### src/rtl/fht_frame_sched.sv
// Frame scheduler around an FHT core. It loads N = 4*2^A_BIT samples into four banks in bit-reversed order,
// starts the transform, then unloads the banks in natural order. Load writes come 1 cycle after each accept;
// read data is valid 1 cycle after each read enable. in_ready is high only while idle or loading; unload reads are paced by the consumer credit iOUT_READY.
module fht_frame_sched #(
    parameter int A_BIT = 8,
    parameter int D_BIT = 16
) (
    input  logic             iCLK,
    input  logic             iRESET,
    input  logic             iIN_VALID,
    input  logic [D_BIT-1:0] iIN_DATA,
    output logic             oIN_READY,
    output logic             oLOAD_WE,
    output logic [1:0]       oLOAD_BANK,
    output logic [A_BIT-1:0] oLOAD_ADDR,
    output logic [D_BIT-1:0] oLOAD_DATA,
    output logic             oFHT_START,
    input  logic             iFHT_RDY,
    output logic [1:0]       oSRC_SEL,
    input  logic             iOUT_READY,
    output logic             oUNLOAD_RE,
    output logic [1:0]       oUNLOAD_BANK,
    output logic [A_BIT-1:0] oUNLOAD_ADDR,
    output logic             oOUT_VALID,
    output logic             oBUSY,
    output logic             oFRAME_DONE,
    output logic             oERR,
    input  logic             iCLR_ERR
);

    localparam int             K_W    = A_BIT + 2;
    localparam logic [K_W-1:0] K_LAST = '1;

    typedef enum logic [2:0] {
        ST_IDLE,
        ST_LOAD,
        ST_START,
        ST_WAIT_BUSY,
        ST_WAIT_DONE,
        ST_UNLOAD,
        ST_DRAIN
    } state_t;

    state_t           state;
    logic [K_W-1:0]   k;
    logic [K_W-1:0]   k_rev;
    logic [2:0]       wb_cnt;
    logic             accept;
    logic             unload_re;
    logic             timeout;

    logic             load_we;
    logic [1:0]       load_bank;
    logic [A_BIT-1:0] load_addr;
    logic [D_BIT-1:0] load_data;
    logic             fht_start;
    logic [1:0]       src_sel;
    logic             out_valid;
    logic             frame_done;
    logic             err;

    // Reset takes priority over any handshake, so nothing is accepted or read while it is high.
    assign oIN_READY  = ((state == ST_IDLE) || (state == ST_LOAD)) && !iRESET;
    assign accept     = iIN_VALID && oIN_READY;
    assign unload_re  = (state == ST_UNLOAD) && iOUT_READY && !iRESET;
    // The FHT core never dropped ready during 8 consecutive cycles after start.
    assign timeout    = (state == ST_WAIT_BUSY) && iFHT_RDY && (wb_cnt == 3'd7);

    assign oUNLOAD_RE   = unload_re;
    assign oUNLOAD_BANK = (state == ST_UNLOAD) ? k[K_W-1:A_BIT] : 2'd0;
    assign oUNLOAD_ADDR = (state == ST_UNLOAD) ? k[A_BIT-1:0]   : '0;
    assign oBUSY        = (state != ST_IDLE);

    assign oLOAD_WE    = load_we;
    assign oLOAD_BANK  = load_bank;
    assign oLOAD_ADDR  = load_addr;
    assign oLOAD_DATA  = load_data;
    assign oFHT_START  = fht_start;
    assign oSRC_SEL    = src_sel;
    assign oOUT_VALID  = out_valid;
    assign oFRAME_DONE = frame_done;
    assign oERR        = err;

    // Bit-reverse the sample index to get the scrambled load location.
    always_comb begin
        k_rev = '0;
        for (int i = 0; i < K_W; i++) begin
            k_rev[i] = k[K_W-1-i];
        end
    end

    // Load write port: one registered write per accepted sample.
    always_ff @(posedge iCLK) begin
        if (iRESET) begin
            load_we   <= 1'b0;
            load_bank <= 2'd0;
            load_addr <= '0;
            load_data <= '0;
        end else begin
            load_we <= accept;
            if (accept) begin
                load_bank <= k_rev[K_W-1:A_BIT];
                load_addr <= k_rev[A_BIT-1:0];
                load_data <= iIN_DATA;
            end
        end
    end

    // Frame sequencing FSM with its registered control outputs.
    always_ff @(posedge iCLK) begin
        if (iRESET) begin
            state      <= ST_IDLE;
            k          <= '0;
            wb_cnt     <= 3'd0;
            src_sel    <= 2'd0;
            fht_start  <= 1'b0;
            frame_done <= 1'b0;
            out_valid  <= 1'b0;
            err        <= 1'b0;
        end else begin
            fht_start  <= 1'b0;
            frame_done <= 1'b0;
            out_valid  <= unload_re;

            // A timeout in the same cycle as a clear leaves the error set.
            if (timeout) begin
                err <= 1'b1;
            end else if (iCLR_ERR) begin
                err <= 1'b0;
            end

            case (state)
                ST_IDLE: begin
                    if (accept) begin
                        k     <= k + K_W'(1);
                        state <= ST_LOAD;
                    end
                end
                ST_LOAD: begin
                    if (accept) begin
                        k <= k + K_W'(1);
                        if (k == K_LAST) begin
                            state     <= ST_START;
                            fht_start <= 1'b1;
                            src_sel   <= 2'd1;
                        end
                    end
                end
                ST_START: begin
                    wb_cnt <= 3'd0;
                    state  <= ST_WAIT_BUSY;
                end
                ST_WAIT_BUSY: begin
                    if (!iFHT_RDY) begin
                        state <= ST_WAIT_DONE;
                    end else if (wb_cnt == 3'd7) begin
                        state   <= ST_IDLE;
                        src_sel <= 2'd0;
                    end else begin
                        wb_cnt <= wb_cnt + 3'd1;
                    end
                end
                ST_WAIT_DONE: begin
                    if (iFHT_RDY) begin
                        state   <= ST_UNLOAD;
                        src_sel <= 2'd2;
                    end
                end
                ST_UNLOAD: begin
                    if (unload_re) begin
                        k <= k + K_W'(1);
                        if (k == K_LAST) begin
                            state <= ST_DRAIN;
                        end
                    end
                end
                ST_DRAIN: begin
                    frame_done <= 1'b1;
                    src_sel    <= 2'd0;
                    state      <= ST_IDLE;
                end
                default: begin
                    state <= ST_IDLE;
                end
            endcase
        end
    end

endmodule

### config.mk
export PLATFORM = sky130hd
export DESIGN_NAME = fht_frame_sched
export DESIGN_NICKNAME = d
export VERILOG_FILES = /design/src/rtl/fht_frame_sched.sv
export SDC_FILE = /design/constraint.sdc
export NUM_CORES = 1
export LEC_CHECK = 0
export ABC_CLOCK_PERIOD_IN_PS = 1450
export CORE_MARGIN = 1.5
export CORE_UTILIZATION = 25
export DETAILED_ROUTE_END_ITERATION = 16
export GPL_TIMING_DRIVEN = 0
export PLACE_DENSITY_LB_ADDON = 0.2
export SLEW_MARGIN = 5
export SYNTH_ARGS = -nofsm -noshare
export SYNTH_HDL_FRONTEND = slang
export SYNTH_SLANG_ARGS = --single-unit
### constraint.sdc
create_clock -name iCLK -period 1.45 [get_ports iCLK]
set_input_delay 0.2175 -clock iCLK [delete_from_list [all_inputs] [get_ports iCLK]]
set_output_delay 0.2175 -clock iCLK [all_outputs]
set_load 0.01 [all_outputs]
After elaboration in Yosys (flattened, before gate mapping) --
Index checks and enable logic that the tools add are counted.
Cells by class: add/sub/neg operators 2, eq/ne operators 19, multiplexer cells 27, bitwise gates (word level) 2, reductions and logical operators 20
Operators with widths (count):
- $mux W3 | 10
- $mux W10 | 2
- $pmux W10 S2 | 1
- $pmux W3 S6 | 1
- $eq A3 B3 Y1 const B | 4
- $mux W2 | 6
- $ne A2 B2 Y1 const B | 6
- $add A10 B1 Y10 const B | 1
- $eq A10 B10 Y1 const B | 1
- $mux W8 | 1
- $ne A2 B1 Y1 const B | 4
- $pmux W2 S4 | 1
- $reduce_and A7 Y1 | 1
- $eq A3 B2 Y1 const B | 2
- $logic_and A1 B1 Y1 | 6
- $pmux W3 S2 | 1
- $reduce_and A3 Y1 | 2
- $reduce_and A6 Y1 | 1
- $reduce_bool A2 Y1 | 3
- $mux W1 | 4
- $reduce_bool A4 Y1 | 1
- $add A3 B1 Y3 const B | 1
- $eq A3 B1 Y1 const B | 1
- $logic_not A3 Y1 | 1
- other kinds (7) | 8
Word-level totals: register bits 49, input port bits 22, output and inout bits 46, word-level logic and storage cells 82

Depth between registers and ports, before layout --
depth in word-level cells 6, depth in mapped cells 6

Least setup slack after synthesis --
Ideal clock, no wire load.
path kind register to register, start point register wb_cnt[0], end point register state[0], arrival 1.405 ns, data required time 1.347 ns, path slack -0.058 ns, cell stages (with the launch flop) 7, clock period less this slack 1.508 ns, cell sequence dfxtp_1 ha_1 ha_1 nand2b_1 nor2_1 a211oi_1 a2111oi_2
On the way: cells in the longest elaborated chain, start to end 3
RTL lines:
- start, declared | RTL line 47 | logic [2:0] wb_cnt;
- start signal, assigned | RTL line 160 | wb_cnt <= wb_cnt + 3'd1;
- $eq A3 B3 Y1 | RTL line 156 | end else if (wb_cnt == 3'd7) begin
- $ne A3 B2 Y1 (no source line)
- $reduce_and A7 Y1 (no source line)
- end signal, assigned | RTL line 155 | state <= ST_WAIT_DONE;
- end signal, assigned | RTL line 157 | state <= ST_IDLE;
- end signal, assigned | RTL line 165 | state <= ST_UNLOAD;
- end, declared | RTL line 44 | state_t state;
Every way passes these cells. A chain may end at the register's enable or synchronous reset.

Final worst setup path --
start point register state[1], end point output port oBUSY
On the way: cells in the longest elaborated chain, start to end 1
RTL lines:
- start signal, assigned | RTL line 112 | state <= ST_IDLE;
- start signal, assigned | RTL line 136 | state <= ST_LOAD;
- start signal, assigned | RTL line 143 | state <= ST_START;
- $reduce_bool A3 Y1 | RTL line 72 | assign oBUSY = (state != ST_IDLE);
- end, declared | RTL line 25 | output logic oBUSY,
Every way passes these cells.

==> flow_metrics.tcl <==
set metrics [dict create \
    numClockSinks 49 \
    port_buffers 67 \
    area_delta_synth_final_pct 67.8 \
    synth-edff-count 0 \
    worst_slew_pin_slew_ns 0.470 \
    rsz0062_at_grt "true" \
    postSynthCellCount 248 \
    ir_drop_uv 424 \
    std_cell_rows 33 \
    post_route_worst_setup_slack_ns -0.172 \
    synth_sequential_area_ratio_pct 45.6 \
    starting_density_pct 26.0 \
    number_of_levels_in_the_clock_h_tree 2 \
    route.final.wire_length_um 6340 \
    fillers 829 \
    setup-violations-final 20 \
    total_leakage_power_nw 1.67 \
    path_max_fanout 6 \
    yosys.cell_types.count 47 \
    worst_hold_path_type "in2reg" \
    detailroute.via_count 2101 \
    route.detailed.vias_per_inst 4.67 \
    die_x_um 95.8 \
    violations "negative setup slack" \
    cts_root_buf "sky130_fd_sc_hd__clkbuf_8" \
    syn_avg_cell_area_sq_um 8.67 \
    setup.worst_path.end_class "output port" \
    result_of_the_run "finished, violations left" \
    number_of_violations_of_the_max_capacitance_limit 0 \
    maximum_number_of_pins_on_one_net_before_global_route_repair 17 \
    drive_gt1_share_pct 30.1 \
    critPathLaunchType "flip-flop" \
    diodes 0 \
    antenna_viol_nets_final 0 \
    grt.total_usage_pct 14.3 \
    dpl_worst_slack_ns -1.16 \
    grt.overflow.total 0 \
    die_y_um 95.8 \
    core_area_sq_um 8260 \
    power-per-cell-area_nw_per_um2 724 \
    tritoncts.num_buffers 5 \
    clock_transition_at_the_registers_of_the_reported_paths_ns 0.10 \
    finalWorstPathRequiredPeriod_ns 1.62 \
    first_pass_grt_wire_length_um 10100 \
    yosys_warnings 0 \
    max-clock-path-buffers 2 \
    period_share_pct 112 \
    dp_cells 420 \
    cp_data_required_time_ns 1.23 \
    asyncSetResetFlopFracSynth_pct 0 \
    fin_worst_hold_slack_ns 0.378 \
    io_pins 68 \
    remaining_drc_errors 0 \
    max-slew-margin-rel_pct 68.7 \
    synth_nets 273 \
    maxClockFrequency_mhz 616 \
    arrival_ns 1.40 \
    place_congestion 0.813 \
    max_stage_delay_ns 0.39 \
    crit_slowest_cell "sky130_fd_sc_hd__dfxtp_4" \
    tritoncts_clock_tree "done" \
    path_cells "clkbuf_16, nor2_1, nand2_1, dlygate4sd2_1" \
    slew_violations 0 \
    clkLatencyLatePin_ns 0.31 \
    post_synthesis_cell_area_sq_um 2150 \
    finalNetCount 369 \
    grt_antenna_before_repair 0 \
    routedWlPerCell_um 14.1 \
    grt_pass1_vias 2110 \
    floorplan.die_area_sq_um 9170 \
    synthFlopType "sky130_fd_sc_hd__dfxtp_1" \
    drtIter0Drc 67 \
    yosys_register_bits 49 \
    final.setup_skew_ns 0.00894 \
    detailed_routing_iterations_pass_1 4 \
    final_cell_count_no_fill 450 \
    type_of_the_setup_path_with_the_least_slack "reg2out" \
    hold_viol_final 0 \
    detailedPlacementHpwl_um 4080 \
    post_route_core_utilization_pct 43.7 \
]
==> synthesized netlist by cell type (2+ instances only) <==
master                      count  area (sq um)
sky130_fd_sc_hd__nor2_1        15          56.3
sky130_fd_sc_hd__and3_1         2          12.5
sky130_fd_sc_hd__or4_1          3          22.5
sky130_fd_sc_hd__nor2b_1        2          12.5
sky130_fd_sc_hd__nand2b_1      33           206
sky130_fd_sc_hd__mux2i_1        4          40.0
sky130_fd_sc_hd__o21ai_0       24           120
sky130_fd_sc_hd__and4_1         2          17.5
sky130_fd_sc_hd__buf_2          4          20.0
sky130_fd_sc_hd__xor2_1         4          35.0
sky130_fd_sc_hd__nand3b_1       3          22.5
sky130_fd_sc_hd__inv_1          2          7.51
sky130_fd_sc_hd__nand3_1        2          10.0
sky130_fd_sc_hd__o31ai_1        2          15.0
sky130_fd_sc_hd__clkbuf_1       9          33.8
sky130_fd_sc_hd__a21oi_1        6          30.0
sky130_fd_sc_hd__o21ai_1        6          30.0
sky130_fd_sc_hd__nand4_1        3          18.8
sky130_fd_sc_hd__o2111ai_1      3          26.3
sky130_fd_sc_hd__nor4b_1        2          17.5
sky130_fd_sc_hd__dfxtp_1       49           981
sky130_fd_sc_hd__ha_1           3          37.5
sky130_fd_sc_hd__a22oi_1        2          15.0
sky130_fd_sc_hd__and2_1        10          62.6
sky130_fd_sc_hd__nand2_1       31           116
==> final timing paths <==
| check | endpoint | slack, ns | from | cells after the start |
|---|---|---|---|---|
| max | oBUSY | -0.17 | state[1]$_SDFFE_PP0P_ | 4 |
| min | k[4]$_SDFFE_PP0P_ | 0.38 | iRESET | 3 |
| max reg2reg | k[4]$_SDFFE_PP0P_ | -0.10 | state[2]$_SDFFE_PP0P_ | 5 |
| min reg2reg | oLOAD_ADDR[1]$_SDFFE_PP0P_ | 0.47 | oLOAD_ADDR[1]$_SDFFE_PP0P_ | 2 |
==> per-stage QoR <==
| stage | total power (W) | setup TNS [ns] | instance area (sq um) |
|---|---|---|---|
| floorplan | 0.00158 | -0.0183 | 2160 |
| global route | 0.00275 | -3.31 | 3610 |
| global placement | 0.00177 | -35.64 | 2960 |
| finish | 0.00261 | -1.85 | 3610 |
| CTS | 0.00266 | -2.07 | 3440 |
| detailed placement | 0.00177 | -37.21 | 2960 |
==> final cells by class <==
class	count	area (sq um)	share of cell area [%]
Multi-Input combinational cell	183	1320	36.4
Sequential cell	49	1000	27.8
Timing Repair Buffer	89	915	25.3
Buffer	13	134	3.71
Tap cell	105	131	3.64
Clock buffer	5	68.8	1.91
Clock inverter	3	22.5	0.624
Inverter	3	18.8	0.520
==> sequential cells by signal (all words and copies together), names as in the netlist <==
| register | flops |
|---|---|
| k | 10 |
| oERR | 1 |
| oFHT_START | 1 |
| oFRAME_DONE | 1 |
| oLOAD_ADDR | 8 |
| oLOAD_BANK | 2 |
| oLOAD_DATA | 16 |
| oLOAD_WE | 1 |
| oOUT_VALID | 1 |
| oSRC_SEL | 2 |
| state | 3 |
| wb_cnt | 3 |
==> repair_timing <==
action,in CTS,in global routing
hold buffers,0,0
gates resized for setup,131,49
setup endpoints to repair,63,51
gates cloned,2,0
pin swaps,12,8
buffers inserted,15,6
==> kinds of logic after synthesis <==
| kind of cell | Yosys count | synth area share (%) |
|---|---|---|
| AOI/OAI and AO/OA | 54 | 15.9 |
| xor gates and xnor gates | 5 | 2.04 |
| and+or+nand+nor | 116 | 29.4 |
| buffers and inverters | 17 | 3.37 |
| DFF | 49 | 45.6 |
| muxes | 4 | 1.86 |
| adders and majority gates | 3 | 1.75 |
==> report_power, final <==
group	switching [W]	internal (W)	leakage (nW)
Clock	0.000498	0.000343	0.0481
Combinational	0.000165	0.000194	1.21
Sequential	0.0000273	0.00139	0.406
==> worst max-delay path, delay by kind of cell, from the launching register on <==
family	cells	cell delay, ns
buffers and inverters	2	0.46
AND/OR/NAND/NOR	2	0.25
flip-flops	1	0.39
==> metal layers <==
layer | track usage [%] | share of wire [%]
met5 | 0 | 0
met4 | 3.92 | 1.8
met3 | 4.66 | 7.2
met2 | 23.7 | 46
met1 | 17.8 | 45
==> layout by cell type, fill, tap and decap left out, drive strengths merged, types with 3 or more instances in the layout <==
cell type and n:
inv 3, mux2i 4, o2111ai 3, or4 3
clkdlybuf4s50 28, clkinv 3, and2 10, nand3b 3
nor2 17, nand4 3, dlygate4sd2 4, nand2b 33
a21oi 6, xor2 4, ha 3, dfxtp 49
dlymetal6s2s 22, o21ai 30, nand2 32, buf 36
clkbuf 16
(Power assumes the default switching activity.)
